`src/rtl/div_iter.sv`:
```
// div_iter: iterative radix-2 restoring divider, one quotient bit per cycle.
// Ports:
//   clk, rst (async, active-high), start, cancel, signed_op,
//   reg1_i (dividend), reg2_i (divisor),
//   result {remainder, quotient}, done (1-cycle pulse), busy.
// Optional build macro DIV_EARLY_TERM_EN: skip the leading zeros of
// the dividend magnitude to shorten latency (results are unchanged).
module div_iter #(
    parameter int WIDTH = 32
) (
    input  logic               clk,
    input  logic               rst,
    input  logic               start,
    input  logic               cancel,
    input  logic               signed_op,
    input  logic [WIDTH-1:0]   reg1_i,
    input  logic [WIDTH-1:0]   reg2_i,
    output logic [2*WIDTH-1:0] result,
    output logic               done,
    output logic               busy
);

    localparam int CW = $clog2(WIDTH + 1);

    typedef enum logic [1:0] {
        S_IDLE,
        S_PREP,
        S_CALC,
        S_FIN
    } state_t;

    state_t r_state;
    state_t w_next;

    logic [WIDTH-1:0]   r_a;
    logic [WIDTH-1:0]   r_b;
    logic               r_sgn;
    logic [WIDTH-1:0]   r_quo;
    logic [WIDTH-1:0]   r_rem;
    logic [WIDTH-1:0]   r_dvs;
    logic [CW-1:0]      r_cnt;
    logic               r_qneg;
    logic               r_rneg;
    logic               r_nofix;
    logic [2*WIDTH-1:0] r_result;
    logic               r_done;

    logic               w_s1;
    logic               w_s2;
    logic [WIDTH-1:0]   w_abs_a;
    logic [WIDTH-1:0]   w_abs_b;
    logic               w_b_zero;
    logic               w_a_zero;
    logic [WIDTH-1:0]   w_dvd_init;
    logic [CW-1:0]      w_cnt_init;
    logic [WIDTH:0]     w_trial;
    logic               w_qbit;
    logic [WIDTH-1:0]   w_rem_nx;
    logic [WIDTH-1:0]   w_quo_fix;
    logic [WIDTH-1:0]   w_rem_fix;

    // Operand magnitudes; sign bits only count for signed operations.
    assign w_s1     = r_sgn & r_a[WIDTH-1];
    assign w_s2     = r_sgn & r_b[WIDTH-1];
    assign w_abs_a  = w_s1 ? -r_a : r_a;
    assign w_abs_b  = w_s2 ? -r_b : r_b;
    assign w_b_zero = (r_b == '0);

`ifdef DIV_EARLY_TERM_EN
    logic [CW-1:0] w_lz;

    // Leading-zero count: the highest set bit wins (scanned last).
    always_comb begin
        w_lz = CW'(WIDTH);
        for (int i = 0; i < WIDTH; i++) begin
            if (w_abs_a[i]) begin
                w_lz = CW'(WIDTH - 1 - i);
            end
        end
    end

    assign w_a_zero   = (w_abs_a == '0);
    assign w_dvd_init = w_abs_a << w_lz;
    assign w_cnt_init = CW'(WIDTH) - w_lz;
`else
    assign w_a_zero   = 1'b0;
    assign w_dvd_init = w_abs_a;
    assign w_cnt_init = CW'(WIDTH);
`endif

    // Trial subtract on the shifted partial remainder. The remainder is
    // always below the divisor, so the shifted value fits in WIDTH+1 bits
    // and the top bit of the difference is a clean borrow flag.
    assign w_trial  = {r_rem, r_quo[WIDTH-1]} - {1'b0, r_dvs};
    assign w_qbit   = ~w_trial[WIDTH];
    assign w_rem_nx = w_qbit ? w_trial[WIDTH-1:0]
                             : {r_rem[WIDTH-2:0], r_quo[WIDTH-1]};

    // Sign fix is suppressed for divide-by-zero so raw values pass through.
    assign w_quo_fix = (r_qneg & ~r_nofix) ? -r_quo : r_quo;
    assign w_rem_fix = (r_rneg & ~r_nofix) ? -r_rem : r_rem;

    // State register
    always_ff @(posedge clk or posedge rst) begin
        if (rst) begin
            r_state <= S_IDLE;
        end else begin
            r_state <= w_next;
        end
    end

    // Next-state logic
    always_comb begin
        w_next = r_state;
        case (r_state)
            S_IDLE: begin
                if (start && !cancel) begin
                    w_next = S_PREP;
                end
            end
            S_PREP: begin
                if (cancel) begin
                    w_next = S_IDLE;
                end else if (w_b_zero || w_a_zero) begin
                    w_next = S_FIN;
                end else begin
                    w_next = S_CALC;
                end
            end
            S_CALC: begin
                if (cancel) begin
                    w_next = S_IDLE;
                end else if (r_cnt == CW'(1)) begin
                    w_next = S_FIN;
                end
            end
            S_FIN: begin
                w_next = S_IDLE;
            end
            default: begin
                w_next = S_IDLE;
            end
        endcase
    end

    // Datapath registers
    always_ff @(posedge clk or posedge rst) begin
        if (rst) begin
            r_a      <= '0;
            r_b      <= '0;
            r_sgn    <= 1'b0;
            r_quo    <= '0;
            r_rem    <= '0;
            r_dvs    <= '0;
            r_cnt    <= '0;
            r_qneg   <= 1'b0;
            r_rneg   <= 1'b0;
            r_nofix  <= 1'b0;
            r_result <= '0;
            r_done   <= 1'b0;
        end else begin
            r_done <= 1'b0;
            case (r_state)
                S_IDLE: begin
                    if (start && !cancel) begin
                        r_a   <= reg1_i;
                        r_b   <= reg2_i;
                        r_sgn <= signed_op;
                    end
                end
                S_PREP: begin
                    r_qneg <= w_s1 ^ w_s2;
                    r_rneg <= w_s1;
                    r_dvs  <= w_abs_b;
                    if (w_b_zero) begin
                        r_quo   <= '1;
                        r_rem   <= r_a;
                        r_nofix <= 1'b1;
                        r_cnt   <= '0;
                    end else if (w_a_zero) begin
                        r_quo   <= '0;
                        r_rem   <= '0;
                        r_nofix <= 1'b1;
                        r_cnt   <= '0;
                    end else begin
                        r_quo   <= w_dvd_init;
                        r_rem   <= '0;
                        r_nofix <= 1'b0;
                        r_cnt   <= w_cnt_init;
                    end
                end
                S_CALC: begin
                    if (!cancel) begin
                        r_quo <= {r_quo[WIDTH-2:0], w_qbit};
                        r_rem <= w_rem_nx;
                        r_cnt <= r_cnt - CW'(1);
                    end
                end
                S_FIN: begin
                    if (!cancel) begin
                        r_result <= {w_rem_fix, w_quo_fix};
                        r_done   <= 1'b1;
                    end
                end
                default: begin
                end
            endcase
        end
    end

    // Outputs; PREP is not reported busy (busy starts the edge after accept).
    always_comb begin
        busy   = (r_state == S_CALC) || (r_state == S_FIN);
        done   = r_done;
        result = r_result;
    end

endmodule

```
`config.mk`:
```
export PLATFORM = sky130hd
export DESIGN_NAME = div_iter
export DESIGN_NICKNAME = d
export VERILOG_FILES = /design/src/rtl/div_iter.sv
export SDC_FILE = /design/constraint.sdc
export NUM_CORES = 1
export LEC_CHECK = 0
export ABC_AREA = 1
export BUFFER_PORTS_ARGS = -buffer_cell sky130_fd_sc_hd__buf_2
export CAP_MARGIN = 20
export CELL_PAD_IN_SITES_DETAIL_PLACEMENT = 1
export CELL_PAD_IN_SITES_GLOBAL_PLACEMENT = 1
export CORE_ASPECT_RATIO = 2
export CORE_MARGIN = 8
export CORE_UTILIZATION = 40
export DETAILED_ROUTE_END_ITERATION = 10
export PLACE_DENSITY_LB_ADDON = 0.15
export SLEW_MARGIN = 20
export SYNTH_ARGS = -nofsm -noshare
export SYNTH_HDL_FRONTEND = slang
export SYNTH_SLANG_ARGS = --single-unit
```
`constraint.sdc`:
```
create_clock -name clk -period 7.1 [get_ports clk]
set_clock_uncertainty 0.15 [all_clocks]
set_input_delay 0.71 -clock clk [delete_from_list [all_inputs] [get_ports clk]]
set_output_delay 0.71 -clock clk [all_outputs]
set_load 0.005 [all_outputs]
```
==> results.sh <==
export IMPL_hold_viol=0
export IMPL_die_area_mm2=0.04690
export IMPL_synth_edff_count=0
export IMPL_rsz0062_at_grt="no"
export IMPL_numPortBuffers=134
export IMPL_yosys_area_top_type_share_pct=37.19
export IMPL_max_stage_delay_ns=0.65
export IMPL_cts_root_buffer="clkbuf_16"
export IMPL_ys_ff_latch=237
export IMPL_finalCritPeriodShare_pct=56.40
export IMPL_r2r_cells=10
export IMPL_viasPerCell=5.287
export IMPL_cp_data_arrival_time_ns=4.30
export IMPL_final_core_util_pct=45.50
export IMPL_crit_end="r_quo[20]$_DFFE_PP0P_"
export IMPL_postCtsSetupRepairBufs=0
export IMPL_tns_ns=0
export IMPL_dr_pass1_iters=4
export IMPL_ys_dominant_reg_cell="dfrtp_1"
export IMPL_reg2reg_slack_ns=3.10
export IMPL_syn_num_nets=2466
export IMPL_syn2layout_area_growth_pct=12.52
export IMPL_multi_input_area_mm2=0.008382
export IMPL_yosysSeqAreaShare_pct=37.19
export IMPL_syn_cell_area_mm2=0.01595
export IMPL_dieHeight_um=298.4
export IMPL_slew_headroom_pct=25.46
export IMPL_worst_setup_path_end_kind="register"
export IMPL_cts_tree="built"
export IMPL_max_clock_freq_mhz=249.7
export IMPL_postRouteAntennaNets=0
export IMPL_stdcell_count=2996
export IMPL_hold_ws_ns=0.1098
export IMPL_clk_latency_ns=0.58
export IMPL_leakagePower_nw=9.461
export IMPL_async_flop_share_pct=100.0
export IMPL_setup_viol=0
export IMPL_hp_class="in2async"
export IMPL_slew_viol_final=0
export IMPL_finalInstanceArea_mm2=0.01794
export IMPL_path_max_fanout=47
export IMPL_timing_rr_start="r_state[1]$_DFFE_PP0P_"
export IMPL_drive_above_1_share_pct=9.591
export IMPL_syn_area_per_cell_um2=6.763
export IMPL_drt_wl_total_um=66540
export IMPL_setup_ws_ns=3.096
export IMPL_path_clk_slew_ns=0.08
export IMPL_pre_cts_ws_ns=3.176
export IMPL_r2r_end="r_quo[20]$_DFFE_PP0P_"
export IMPL_core_mm2=0.03944
export IMPL_boundaryPins=135
export IMPL_worstPathRequired_ns=7.39
export IMPL_crit_slowest_cell="nor2_4"
export IMPL_grt_max_degree=147
export IMPL_status="finished, final reports clean"
export IMPL_die_w_um=157.2
export IMPL_grt_pass1_vias=17540
export IMPL_detailedRoute_firstIterationViolations=662
export IMPL_num_vias=15840
export IMPL_path_cells="inv_2 -> nor2_4 -> inv_1 -> nor2_4 -> inv_2 -> nand2_2 -> buf_4 -> inv_2 -> nand2_1 -> o21ai_0"
export IMPL_ctsResizeCount=0
export IMPL_maxCapViolations=0
export IMPL_cpMostUsedCell="inv_2"
export IMPL_cts_hold_buf=0
export IMPL_dpl_cell_count=2949
export IMPL_start_util_pct=40.44
export IMPL_numCtsBuffers=26
export IMPL_track_usage_pct=28.79
export IMPL_ys_top_cells_by_area="dfrtp_1 37%, nand2_1 16%, inv_1 8.1%, nor2_1 5.7%, nand3_1 5.6%"
export IMPL_synth_cell_type_count=42
export IMPL_synth_yosys_warnings=0
export IMPL_grt_pass1_wl_um=101900
export IMPL_worst_setup_path_type="reg2reg"
export IMPL_powerDensity_mw_per_mm2=604.2
export IMPL_synth_area_leader_cell="dfrtp_1"
export IMPL_cts_sink_count=237
export IMPL_post_dp_cell_area_mm2=0.01705
export IMPL_num_nets_final=2560
export IMPL_grt_overflow_total=0
export IMPL_synth_cells=2358
export IMPL_crit_start="r_state[1]$_DFFE_PP0P_"
export IMPL_synth_common_cells="699 x nand2_1, 344 x inv_1, 243 x nor2_1, 237 x dfrtp_1, 177 x nand3_1"
export IMPL_tightest_slew_ns=1.106
export IMPL_fin_crit_ns=4.004
export IMPL_num_rows=103
export IMPL_yosysMostFrequentCell="nand2_1"
export IMPL_gp_congestion=0.9348
export IMPL_fillCellCount=5271
export IMPL_power_mw=10.84
export IMPL_antenna_found_initial=0
export IMPL_antenna_cells=0
export IMPL_start_kind="register"
export IMPL_drc=0
export IMPL_ir_drop_v=0.0002928
export IMPL_cts_htree_levels=1
export IMPL_regArea_mm2=0.005931
export IMPL_dp_hpwl_um=53190
export IMPL_wire_per_inst_um=22.21
export IMPL_clk_path_buf_depth=3
-- worst max-delay path, delay by kind of cell (launching register included) --
family	cells	cell delay [ns]
flops	1	0.45
buf+inv	5	1.40
simple gates	4	1.73
compound gates	1	0.10
-- flip-flops by register name, indices dropped and copies added, names as in the netlist --
register / count
done: 1
r_a: 32
r_b: 32
r_cnt: 6
r_dvs: 32
r_nofix: 1
r_qneg: 1
r_quo: 32
r_rem: 32
r_rneg: 1
r_sgn: 1
r_state: 2
result: 64
-- area by class of cell --
cell class	count	share of cell area [%]
multi-input cells	1693	46.71
flip-flops and latches	237	33.05
inverters	350	7.343
clock buffers	35	4.267
repair buffers	144	4.226
well taps	525	3.661
clock inverters	12	0.7391
-- logic make-up after synthesis --
logic type / after synthesis / share of synthesized area (%)
xor gates and xnor gates: 99 / 5.437
buffers and inverters: 428 / 10.41
and+or+nand+nor: 1212 / 31.73
adders and majority gates: 39 / 3.107
AOI/OAI and AO/OA: 327 / 10.99
muxes: 16 / 1.130
DFF: 237 / 37.19
-- worst min-delay path by stage --
| stage | start | endpoint | slack (ns) | cells after the start |
|---|---|---|---|---|
| detailed placement | result[22]$_DFFE_PP0P_ | result[22]$_DFFE_PP0P_ | 0.32 | 2 |
| finish | rst | result[57]$_DFFE_PP0P_ | 0.11 | 2 |
| floorplan | r_dvs[13]$_DFFE_PP0P_ | r_dvs[13]$_DFFE_PP0P_ | 0.30 | 2 |
| CTS | rst | result[57]$_DFFE_PP0P_ | 0.12 | 2 |
| global route | rst | result[39]$_DFFE_PP0P_ | 0.16 | 2 |
| global placement | result[45]$_DFFE_PP0P_ | result[45]$_DFFE_PP0P_ | 0.31 | 2 |
-- placed cells by master, fill, tap and decap left out, types with 4 or more instances in the layout --
master and instances:
o22ai_1 9, nor4_1 11, ha_1 38, nand3_1 177
xor2_1 92, nand3b_1 8, o21ai_0 161, a21oi_1 109
nor2_2 4, nand2_4 5, clkbuf_16 27, o211ai_1 15
nand2_1 697, and3_1 4, mux2_2 16, o31ai_1 13
nor3_1 15, clkinvlp_4 4, buf_2 134, nor2_1 241
xnor2_1 7, inv_2 6, inv_1 342, dfrtp_1 237
nand2_2 4, nor2_4 4, nand4_1 24, buf_4 9
a31oi_1 13, and2_1 8, clkbuf_8 6
-- routing by layer --
layer	wire length (um)	part of all wire [%]	global-route usage [%]
met5	0	0	0
met4	7061	11	25.72
met3	1589	2.4	2.834
met2	35780	54	54.25
met1	22100	33	26.42
-- report_power, final --
group	switching, mW	internal, mW	total (mW)
Clock	0.627	0.832	1.46
Combinational	4.47	2.00	6.46
Sequential	0.909	2.01	2.92
Total	6.00	4.84	10.8
Note: power is estimated with default switching activity, not from simulation.
